`config.mk`:
```
export PLATFORM = sky130hd
export DESIGN_NAME = ibex_ipm_unit
export DESIGN_NICKNAME = d
export VERILOG_FILES = /design/src/rtl/ibex_ipm_unit_pkg.sv /design/src/rtl/ibex_ipm_unit_gf_mul.sv /design/src/rtl/ibex_ipm_unit.sv
export SDC_FILE = /design/constraint.sdc
export NUM_CORES = 1
export LEC_CHECK = 0
export CAP_MARGIN = 40
export CORE_MARGIN = 2
export CORE_UTILIZATION = 53
export DETAILED_ROUTE_END_ITERATION = 8
export GPL_TIMING_DRIVEN = 0
export PLACE_DENSITY = 0.81
export SYNTH_ARGS = -nofsm -noshare
export SYNTH_HDL_FRONTEND = slang
export SYNTH_SLANG_ARGS = --single-unit
```
`constraint.sdc`:
```
create_clock -name clk_i -period 6.9 [get_ports clk_i]
set_clock_uncertainty 0.2 [all_clocks]
set_input_delay 2.07 -clock clk_i [delete_from_list [all_inputs] [get_ports clk_i]]
set_output_delay 2.07 -clock clk_i [all_outputs]
set_load 0.03 [all_outputs]
```
`src/rtl/ibex_ipm_unit_pkg.sv`:
```
// ibex_ipm_unit_pkg
// Shared types, constants and GF(2^8) helpers for the inner-product-masking
// (IPM) execution unit. The helper functions are used at elaboration time to
// build the constant tables (c_ij = Li*Lj, Li^2 ^ Li) from the public vector.
package ibex_ipm_unit_pkg;

    localparam int         IPM_N_SHARES = 4;
    localparam int         IPM_SHARE_W  = 8;
    localparam logic [8:0] IPM_GF_POLY  = 9'h11B;

    typedef enum logic [2:0] {
        IPM_MASK   = 3'd0,
        IPM_UNMASK = 3'd1,
        IPM_HOMOG  = 3'd2,
        IPM_SQUARE = 3'd3,
        IPM_MUL    = 3'd4
    } ipm_op_e;

    typedef enum logic [1:0] {
        IPM_IDLE = 2'd0,
        IPM_SQR  = 2'd1,
        IPM_STEP = 2'd2,
        IPM_DONE = 2'd3
    } ipm_state_e;

    typedef logic [IPM_N_SHARES-1:0][IPM_SHARE_W-1:0]              ipm_shares_t;
    typedef logic [IPM_N_SHARES*IPM_N_SHARES-1:0][IPM_SHARE_W-1:0] ipm_ctab_t;

    // Shift-and-add multiply, reducing by the AES polynomial as we go.
    function automatic logic [7:0] ipm_gf_mul(input logic [7:0] a, input logic [7:0] b);
        logic [7:0] p;
        logic [7:0] x;
        p = '0;
        x = a;
        for (int k = 0; k < 8; k++) begin
            if (b[k]) p = p ^ x;
            x = {x[6:0], 1'b0} ^ (x[7] ? IPM_GF_POLY[7:0] : 8'h00);
        end
        return p;
    endfunction

    // Full public vector with L0 = 1 in slot 0.
    function automatic ipm_shares_t ipm_l_vec(input logic [23:0] l);
        return {l, 8'h01};
    endfunction

    // Li^2 ^ Li: re-encodes a share from the Li^2 basis into the Li basis.
    function automatic ipm_shares_t ipm_h_vec(input logic [23:0] l);
        ipm_shares_t lv;
        ipm_shares_t h;
        lv = ipm_l_vec(l);
        for (int i = 0; i < IPM_N_SHARES; i++) begin
            h[i] = ipm_gf_mul(lv[i], lv[i]) ^ lv[i];
        end
        return h;
    endfunction

    // c_ij = Li*Lj, flattened as entry 4*i+j.
    function automatic ipm_ctab_t ipm_c_tab(input logic [23:0] l);
        ipm_shares_t lv;
        ipm_ctab_t   c;
        lv = ipm_l_vec(l);
        for (int i = 0; i < IPM_N_SHARES; i++) begin
            for (int j = 0; j < IPM_N_SHARES; j++) begin
                c[i*IPM_N_SHARES+j] = ipm_gf_mul(lv[i], lv[j]);
            end
        end
        return c;
    endfunction

endpackage

```
`src/rtl/ibex_ipm_unit_gf_mul.sv`:
```
// ibex_ipm_gf_mul
// Combinational 8x8 GF(2^8) multiplier, reduction mod 0x11B.
// Ports:
//   a_i  [7:0]  multiplicand
//   b_i  [7:0]  multiplier
//   p_o  [7:0]  product a_i*b_i
module ibex_ipm_gf_mul
    import ibex_ipm_unit_pkg::*;
(
    input  logic [7:0] a_i,
    input  logic [7:0] b_i,
    output logic [7:0] p_o
);

    assign p_o = ipm_gf_mul(a_i, b_i);

endmodule

```
`src/rtl/ibex_ipm_unit.sv`:
```
// ibex_ipm_unit
// Multi-cycle EX-stage unit for inner-product-masked GF(2^8) operations.
// Each 32-bit operand holds four byte shares; x = s0 ^ L1*s1 ^ L2*s2 ^ L3*s3.
// Ports:
//   clk_i, rst_ni      clock, asynchronous active-low reset
//   ipm_en_i           request, held until valid_o; dropping it aborts
//   operator_i         ipm_op_e operation
//   op_a_i, op_b_i     operands (shares / secret byte / mask randoms)
//   rnd_i              fresh randoms for MUL, latched at start
//   result_o           result, meaningful while valid_o
//   valid_o            one-cycle completion pulse
//   busy_o             high in any non-IDLE state
//
// state    | meaning
// ---------+------------------------------------------------------------
// IDLE     | waiting for ipm_en_i; operands latched on the start edge
// SQR      | SQUARE only: square all shares in place
// STEP     | one acc ^= k*(x*y) per cycle, counter runs down to 0
// DONE     | valid_o pulse, back to IDLE
module ibex_ipm_unit
    import ibex_ipm_unit_pkg::*;
#(
    parameter logic [23:0] IpmL = 24'h040302
) (
    input  logic        clk_i,
    input  logic        rst_ni,
    input  logic        ipm_en_i,
    input  ipm_op_e     operator_i,
    input  logic [31:0] op_a_i,
    input  logic [31:0] op_b_i,
    input  logic [23:0] rnd_i,
    output logic [31:0] result_o,
    output logic        valid_o,
    output logic        busy_o
);

    localparam ipm_shares_t LVec = ipm_l_vec(IpmL);
    localparam ipm_shares_t HVec = ipm_h_vec(IpmL);
    localparam ipm_ctab_t   CTab = ipm_c_tab(IpmL);

    // Counter load value: number of STEP cycles minus one. Undefined
    // operators spend two STEP cycles so their latency is 2.
    function automatic logic [4:0] last_step(input ipm_op_e op);
        case (op)
            IPM_MASK, IPM_UNMASK, IPM_HOMOG, IPM_SQUARE: last_step = 5'd2;
            IPM_MUL:                                     last_step = 5'd18;
            default:                                     last_step = 5'd1;
        endcase
    endfunction

    ipm_state_e  state_q, state_d;
    ipm_op_e     op_q, op_d;
    ipm_shares_t a_q, a_d, b_q, b_d;
    logic [23:0] rnd_q, rnd_d;
    logic [7:0]  acc_q, acc_d;
    logic [4:0]  cnt_q, cnt_d;
    logic [31:0] result_q, result_d;

    logic [4:0]  step_idx;
    logic [3:0]  prod_idx;
    logic [1:0]  sh_idx;
    logic [7:0]  mul_x, mul_y, scale_k, prod, term, acc_step;

    // Operand selection for the current step. The MUL sequence adds the
    // L-weighted randoms first so the accumulator is masked before any
    // share product is folded in.
    always_comb begin
        step_idx = last_step(op_q) - cnt_q;
        prod_idx = 4'(step_idx - 5'd3);
        sh_idx   = step_idx[1:0] + 2'd1;
        mul_x    = '0;
        mul_y    = 8'h01;
        scale_k  = '0;
        case (op_q)
            IPM_MASK: begin
                mul_x   = b_q[step_idx[1:0]];
                scale_k = LVec[sh_idx];
            end
            IPM_UNMASK: begin
                mul_x   = a_q[sh_idx];
                scale_k = LVec[sh_idx];
            end
            IPM_HOMOG, IPM_SQUARE: begin
                mul_x   = a_q[sh_idx];
                scale_k = HVec[sh_idx];
            end
            IPM_MUL: begin
                if (step_idx < 5'd3) begin
                    mul_x   = rnd_q[{step_idx[1:0], 3'b000} +: 8];
                    scale_k = LVec[sh_idx];
                end else begin
                    mul_x   = a_q[prod_idx[3:2]];
                    mul_y   = b_q[prod_idx[1:0]];
                    scale_k = CTab[prod_idx];
                end
            end
            default: ;
        endcase
    end

    ibex_ipm_gf_mul u_gf_prod (
        .a_i (mul_x),
        .b_i (mul_y),
        .p_o (prod)
    );

    ibex_ipm_gf_mul u_gf_scale (
        .a_i (prod),
        .b_i (scale_k),
        .p_o (term)
    );

    assign acc_step = acc_q ^ term;

    always_comb begin
        state_d  = state_q;
        op_d     = op_q;
        a_d      = a_q;
        b_d      = b_q;
        rnd_d    = rnd_q;
        acc_d    = acc_q;
        cnt_d    = cnt_q;
        result_d = result_q;
        case (state_q)
            IPM_IDLE: begin
                if (ipm_en_i) begin
                    op_d  = operator_i;
                    a_d   = op_a_i;
                    b_d   = op_b_i;
                    rnd_d = rnd_i;
                    cnt_d = last_step(operator_i);
                    case (operator_i)
                        IPM_MASK, IPM_UNMASK, IPM_HOMOG: acc_d = op_a_i[7:0];
                        default:                         acc_d = '0;
                    endcase
                    state_d = (operator_i == IPM_SQUARE) ? IPM_SQR : IPM_STEP;
                end
            end
            IPM_SQR: begin
                if (!ipm_en_i) begin
                    state_d = IPM_IDLE;
                end else begin
                    // Squaring is linear, so masked shares square independently.
                    for (int i = 0; i < IPM_N_SHARES; i++) begin
                        a_d[i] = ipm_gf_mul(a_q[i], a_q[i]);
                    end
                    acc_d   = ipm_gf_mul(a_q[0], a_q[0]);
                    state_d = IPM_STEP;
                end
            end
            IPM_STEP: begin
                if (!ipm_en_i) begin
                    state_d = IPM_IDLE;
                end else begin
                    acc_d = acc_step;
                    cnt_d = cnt_q - 5'd1;
                    if (cnt_q == 5'd0) begin
                        state_d = IPM_DONE;
                        case (op_q)
                            IPM_MASK:              result_d = {b_q[2:0], acc_step};
                            IPM_UNMASK:            result_d = {24'h0, acc_step};
                            IPM_HOMOG, IPM_SQUARE: result_d = {a_q[3:1], acc_step};
                            IPM_MUL:               result_d = {rnd_q, acc_step};
                            default:               result_d = '0;
                        endcase
                    end
                end
            end
            IPM_DONE: state_d = IPM_IDLE;
            default:  state_d = IPM_IDLE;
        endcase
    end

    always_ff @(posedge clk_i or negedge rst_ni) begin
        if (!rst_ni) begin
            state_q  <= IPM_IDLE;
            op_q     <= IPM_MASK;
            a_q      <= '0;
            b_q      <= '0;
            rnd_q    <= '0;
            acc_q    <= '0;
            cnt_q    <= '0;
            result_q <= '0;
        end else begin
            state_q  <= state_d;
            op_q     <= op_d;
            a_q      <= a_d;
            b_q      <= b_d;
            rnd_q    <= rnd_d;
            acc_q    <= acc_d;
            cnt_q    <= cnt_d;
            result_q <= result_d;
        end
    end

    assign result_o = result_q;
    assign valid_o  = (state_q == IPM_DONE);
    assign busy_o   = (state_q != IPM_IDLE);

endmodule
```
## Word level (Yosys, flattened, before mapping)

Memories as Yosys holds them, arrays and structs flattened.
Index checks and enable logic that the tools add are counted.

| word-level totals | value |
|---|---|
| bits in registers | 138 |
| logic and storage cells | 331 |
| bits in read-only memories | 128 |
| input bits | 94 |
| output and inout port bits | 34 |
| memories kept | 1 |

Memory list:

| name | depth | bits a word | rd ports | clocked after memory_dff | wr ports | line | source |
|---|---|---|---|---|---|---|---|
| (name not given) | 16 | 8 | 1 | 0 | 0 | ibex_ipm_unit.sv:94 | `scale_k = CTab[prod_idx];` |

| operators by class | value |
|---|---|
| multiplexer cells | 185 |
| reductions and logical operators | 20 |
| order comparisons | 6 |
| bitwise operators | 85 |
| add/sub/neg operators | 4 |
| shift operators | 1 |
| equal/unequal tests | 15 |

Operators with widths:

| kind | number |
|---|---|
| 8-bit 2-to-1 mux | 119 |
| 8-bit bitwise XOR | 57 |
| 8-bit by 5-bit bitwise XOR with 8-bit output | 28 |
| 5-bit 2-to-1 mux | 44 |
| 32-bit one-hot mux with 4 select lines | 1 |
| 8-bit binary-select mux with 2-bit select | 6 |
| 8-bit one-hot mux with 3 select lines | 3 |
| 32-bit 2-to-1 mux | 2 |
| 32-bit one-hot mux with 2 select lines | 1 |
| 5-bit one-hot mux with 2 select lines | 3 |
| 24-bit by 6-bit indexed part select with 8-bit output | 1 |
| 3-bit by 2-bit equality test with 1-bit output (second input constant) | 4 |
| 2-bit by 3-bit less-than comparator with 1-bit output (second input constant) | 4 |
| 2-bit 2-to-1 mux | 5 |
| 3-bit AND reduction | 3 |
| 2-bit one-hot mux with 4 select lines | 1 |
| 4-bit OR reduction | 2 |
| 3-bit by 1-bit equality test with 1-bit output (second input constant) | 2 |
| 3-bit equality test (second input constant) | 2 |
| 3-bit zero test | 2 |
| 2-bit inequality test (second input constant) | 3 |
| 2-bit nonzero test | 3 |
| 3-bit OR reduction | 2 |
| 5-bit zero test | 1 |
| 14 further kinds | 17 |

## Logic depth before layout (Yosys ltp)

| logic depth | value |
|---|---|
| depth after elaboration | 44 |
| mapped depth | 33 |
| gate-level depth less buffers | 22 |

## Cells and area by module

A second synthesis with hierarchy kept.

| second synthesis, totals | value |
|---|---|
| cells, all modules | 1452 |
| area total of the unflattened synthesis | 12877.4 um^2 |

Modules (own cells, without submodules):

| module | area each (um^2) | cells an instance | sequential area each (um^2) | instances |
|---|---|---|---|---|
| ibex_ipm_unit | 10237.3 | 1098 | 3453.3 | 1 |
| ibex_ipm_gf_mul | 1320.0 | 177 | 0.0 | 2 |

## Worst setup path after synthesis

Ideal clock, no wire load.

| timing path | value |
|---|---|
| path type | register -> register |
| start point | register op_q[2] |
| end point | register result_q[5], in the netlist result_o[5] |
| data required time | 6.605 ns |
| clock period less this slack | 7.464 ns |
| path slack | -0.564 ns |
| stages on the path, launching flop included | 31 |
| library setup time | 0.095 ns |
| data arrival time | 7.168 ns |
| path buffers | 10 |
| cells stage by stage | dfrtp_1 clkbuf_1 buf_1 nand2_1 ha_1 buf_4 buf_2 buf_2 buf_2 clkbuf_1 inv_1 ha_1 clkbuf_1 xnor3_1 buf_4 mux2_4 a2111oi_2 a311oi_2 a21oi_4 buf_2 xnor2_1 nor3_1 a21oi_2 xnor3_2 xnor2_4 xnor3_1 nor2_2 xnor2_1 xnor3_1 xnor2_1 o31ai_1 |

| on the way | value |
|---|---|
| longest elaborated chain between the ends | 42 |
| elaborated cells on any way between the ends | 94 |
| classes of those cells | 3 x add/sub; 1 x order compare; 4 x eq/ne; 1 x shift; 50 x mux; 29 x bitwise; 5 x reduce/logical; 1 x memory |

Ends and longest elaborated chain:

| element | line | source |
|---|---|---|
| start, declared | ibex_ipm_unit.sv:52 | `ipm_op_e op_q, op_d;` |
| start signal, assigned | ibex_ipm_unit.sv:186 | `op_q <= op_d;` |
| 3-bit by 2-bit equality test with 1-bit output (tied with other cells) | ibex_ipm_unit.sv:44, ibex_ipm_unit.sv:74, ibex_ipm_unit.sv:159 |  |
| 4-bit OR reduction | ibex_ipm_unit.sv:44 | `case (op)` |
| 5-bit one-hot mux with 2 select lines | ibex_ipm_unit.sv:44 |  |
| 5-bit subtractor | ibex_ipm_unit.sv:68 | `step_idx = last_step(op_q) - cnt_q;` |
| 4-bit by 2-bit subtractor with 4-bit output | ibex_ipm_unit.sv:69 | `prod_idx = 4'(step_idx - 5'd3);` |
| 8-bit binary-select mux with 2-bit select | ibex_ipm_unit.sv:92 | `mul_x = a_q[prod_idx[3:2]];` |
| 8-bit 2-to-1 mux (not written as such) | ibex_ipm_unit.sv:92 |  |
| 8-bit 2-to-1 mux | ibex_ipm_unit.sv:88 | `if (step_idx < 5'd3) begin` |
| (+26 left out) | - |  |
| 8-bit bitwise XOR | ibex_ipm_unit_pkg.sv:36 | `if (b[k]) p = p ^ x;` |
| 8-bit 2-to-1 mux | ibex_ipm_unit_pkg.sv:36 |  |
| 8-bit bitwise XOR | ibex_ipm_unit_pkg.sv:36 |  |
| 8-bit 2-to-1 mux | ibex_ipm_unit_pkg.sv:36 |  |
| 8-bit bitwise XOR | ibex_ipm_unit_pkg.sv:36 |  |
| 8-bit 2-to-1 mux | ibex_ipm_unit_pkg.sv:36 |  |
| 8-bit bitwise XOR | ibex_ipm_unit.sv:113 | `assign acc_step = acc_q ^ term;` |
| 32-bit one-hot mux with 4 select lines (*) | ibex_ipm_unit.sv:159 | `case (op_q)` |
| end signal, assigned | ibex_ipm_unit.sv:192 | `result_q <= result_d;` |
| end, declared | ibex_ipm_unit.sv:57 | `logic [31:0] result_q, result_d;` |

Mark *: on every way between the ends. The rest lies on a longest branch, timed or not. The select of a mux whose other input is x is not followed.
A chain may end at the register's enable or synchronous reset.

## Worst setup path in the final report

| timing path | value |
|---|---|
| start point | register op_q[1] |
| end point | register result_q[5], in the netlist result_o[5] |

The elaborated chain is that of the path after synthesis.

==> summary.md <==
| Metric | Value |
|---|---|
| Final Setup Violations | 0 |
| Hold buffer count at cts | 0 |
| Cell taking the most area after synthesis | dfrtp_1 |
| R2R Setup Slk | 0.01 ns |
| Ranking of synthesized cells by area | dfrtp_1 27%, xnor2_1 9.9%, mux2_2 6.1% |
| Worst hold path type | reg2reg |
| CP dominant cell by count | buf_4 |
| Worst-Skew Late Latency | 0.45 ns |
| Synth warn | 0 |
| Routing usage on met2 | 57.02% |
| Worst reg2reg endpoint | result_o[5] |
| CP arrival | 7.05 ns |
| CP Launch Point | op_q[1] |
| Reg clk slew, reported paths | 0.08 ns |
| Pre-CTS setup slack | -1.295 ns |
| Final worst path period need | 6.888 ns |
| Vias/cell | 6.342 |
| Die height | 158.3 microns |
| Rel. slew slack | 36.10% |
| Post-route ant nets | 0 |
| Final Hold Viols | 0 |
| Final Cycle Share | 99.83% |
| Critical Path RT | 7.06 ns |
| Root buffer cell | clkbuf_16 |
| # DRC | 0 |
| Sequential area share after synthesis | 27.38% |
| Finished Layout Cells | 2027 |
| GRT Total Usage | 35.16% |
| Largest fanout on the critical path | 9 |
| Commonest non-fill, non-tap cell in the layout | nor2_1 |
| DRC marker count from the first detailed-route iteration | 1459 |
| Worst-Margin Slew | 0.9521 ns |
| Busiest layer in global routing | met2 |
| Max Cap Viol | 0 |
| Worst setup EP type | flip-flop |
| IO Pins | 128 |
| Num rows | 56 |
| First-pass GRT wire length | 66990 microns |
| Routability congestion estimate | 0.9974 |
| Placed cells | 1919 |
| # nets final | 1804 |
| Clock Path Buffers | 2 |
| Clock Sinks | 138 |
| Depth of the CTS H-tree | 4 |
| IO buf count | 127 |
| Core area | 23400 sq um |
| Starting Density | 53.89% |
| CTS tree | done |
| Kind of critical path | reg2reg |
| Syn Nets | 1582 |
| Synth top area share | 27.38% |
| Outcome | complete, no violations |
| FILL cells | 1766 |
| Total grt overflow | 0 |
| Initial antenna violation count | 0 |
| Avg Cell Area, Syn | 8.567 sq um |
| Fin util | 69.26% |
| Die Span X | 158.3 microns |
| Slew Viols, Final | 0 |
| Worst Hold Path Cells | 2 |
| Syn Inst Count | 1472 |
| EDFF count, synth | 0 |
| Hold Path End | result_o[1] |
| Pin count of the biggest net entering global routing | 76 |
| WL/cell | 22.15 microns |
| Worst R2R Path Depth | 30 |
| HPWL Detailed | 31740 microns |
| Top_reg_cell synth | dfrtp_1 |
| Share of post-route cells with drive strength above 1 | 18.63% |
| CP max stage delay | 0.54 ns |
| Crit Reg-Reg Startpoint | op_q[1] |
| PnR worst setup slack | 0.01160 ns |
| Cell Area, Synth | 12610 sq um |
| Total number of vias | 12.86k |
| Fmax | 145.2 MHz |
| Fraction of registers with async set/reset | 100.0% |
| Commonest cells after routing, fill and taps aside | 182 x nor2_1, 141 x nand2_1, 137 x dfrtp_1 |
| Vias in the first global route | 12.04k |
| Worst setup SP type | flip-flop |
| Overall routed net length | 44890 microns |
| Slowest stage cell, crit path | fa_1 |
| GR Layer Usage met3 | 5.580% |
| Die Area | 25040 sq um |
| Area Growth Syn to Fin | 28.53% |
| Post-Route Setup TNS | 0 ns |
| #FFs+latches synth | 138 |
| First-pass detailed-route iteration total | 6 |
| CTS Buf Count | 17 |
| Cell variety after synth | 83 |
| Hold path start | result_o[1] |
| GRT met1 Usage | 45.81% |
[cell type report]
class,count,area (sq um),area share (%)
Clock inverter,15,152.6,0.9417
Clock buffer,17,425.4,2.624
Buffer,116,693.2,4.276
Timing Repair Buffer,206,1956,12.06
Tap cell,319,399.1,2.462
Inverter,24,98.84,0.6098
Antenna cell,1,2.502,0.01544
Multi-Input combinational cell,1191,9027,55.69
Sequential cell,138,3455,21.31
[per-stage QoR]
step	area, sq um	hold slack, ns
after floorplan	12670	0.2838
after global placement	14340	0.2787
after detailed placement	14370	0.2774
after CTS	15640	0.2975
after global routing	16210	0.3170
final	16210	0.3024
[registers in the layout (all words and copies together), names as in the netlist]
| name | flops |
|---|---|
| a_q | 32 |
| b_q | 32 |
| result_o | 32 |
| rnd_q | 24 |
| acc_q | 8 |
| cnt_q | 5 |
| op_q | 3 |
| state_q | 2 |
[logic make-up after synthesis]
logic type / share of synthesized area (%)
and+or+nand+nor: 15.77
DFF: 27.38
adders and majority gates: 1.647
buffers and inverters: 4.703
AOI/OAI and AO/OA: 17.14
muxes: 14.66
xor gates and xnor gates: 18.69
[worst max-delay path, delay by kind of cell, from the launching register on]
kind / cells / cell delay (ns)
mux: 1 / 0.28
fa+ha+maj: 2 / 0.74
buf+inv: 11 / 1.55
simple gates: 4 / 0.50
flops: 1 / 0.37
xor+xnor: 7 / 1.92
compound gates: 5 / 1.22
[worst max path at each step]
stage / end / slack [ns] / cells after the start
6_report: result_o[5] / 0.01 / 30
5_1_grt: result_o[4] / -0.17 / 30
4_1_cts: result_o[5] / 0.005 / 31
3_5_place_dp: acc_q[3] / -1.30 / 28
3_3_place_gp: a_q[15] / -2.07 / 1
2_1_floorplan: result_o[5] / 0.13 / 32
[routing by layer]
| layer | share of wire, % | vias up |
|---|---|---|
| li1 | - | 5609 |
| met1 | 38 | 6135 |
| met2 | 47 | 901 |
| met3 | 9.8 | 211 |
| met4 | 5.7 | 0 |
| met5 | 0 | - |
[timing repair]
action                     4_1_cts  5_1_grt
buffers inserted                40       39
gates cloned                     1        0
resized for setup               75       61
setup endpoints to repair       16       16
pin swaps                       32       32
[cell usage after synthesis, drive strengths merged, types with 16 or more instances]
cell and instances:
a21oi 139, a22oi 23, buf 36, clkbuf 83, dfrtp 138, inv 23, mux2 71, mux2i 55
mux4 22, nand2 142, nand3 31, nor2 187, nor2b 16, nor3 19, o21ai 81, xnor2 150
xnor3 18, xor2 58
Power is not shown: default switching activity piles up to over one toggle a cycle in this logic, so the estimate is an artifact.
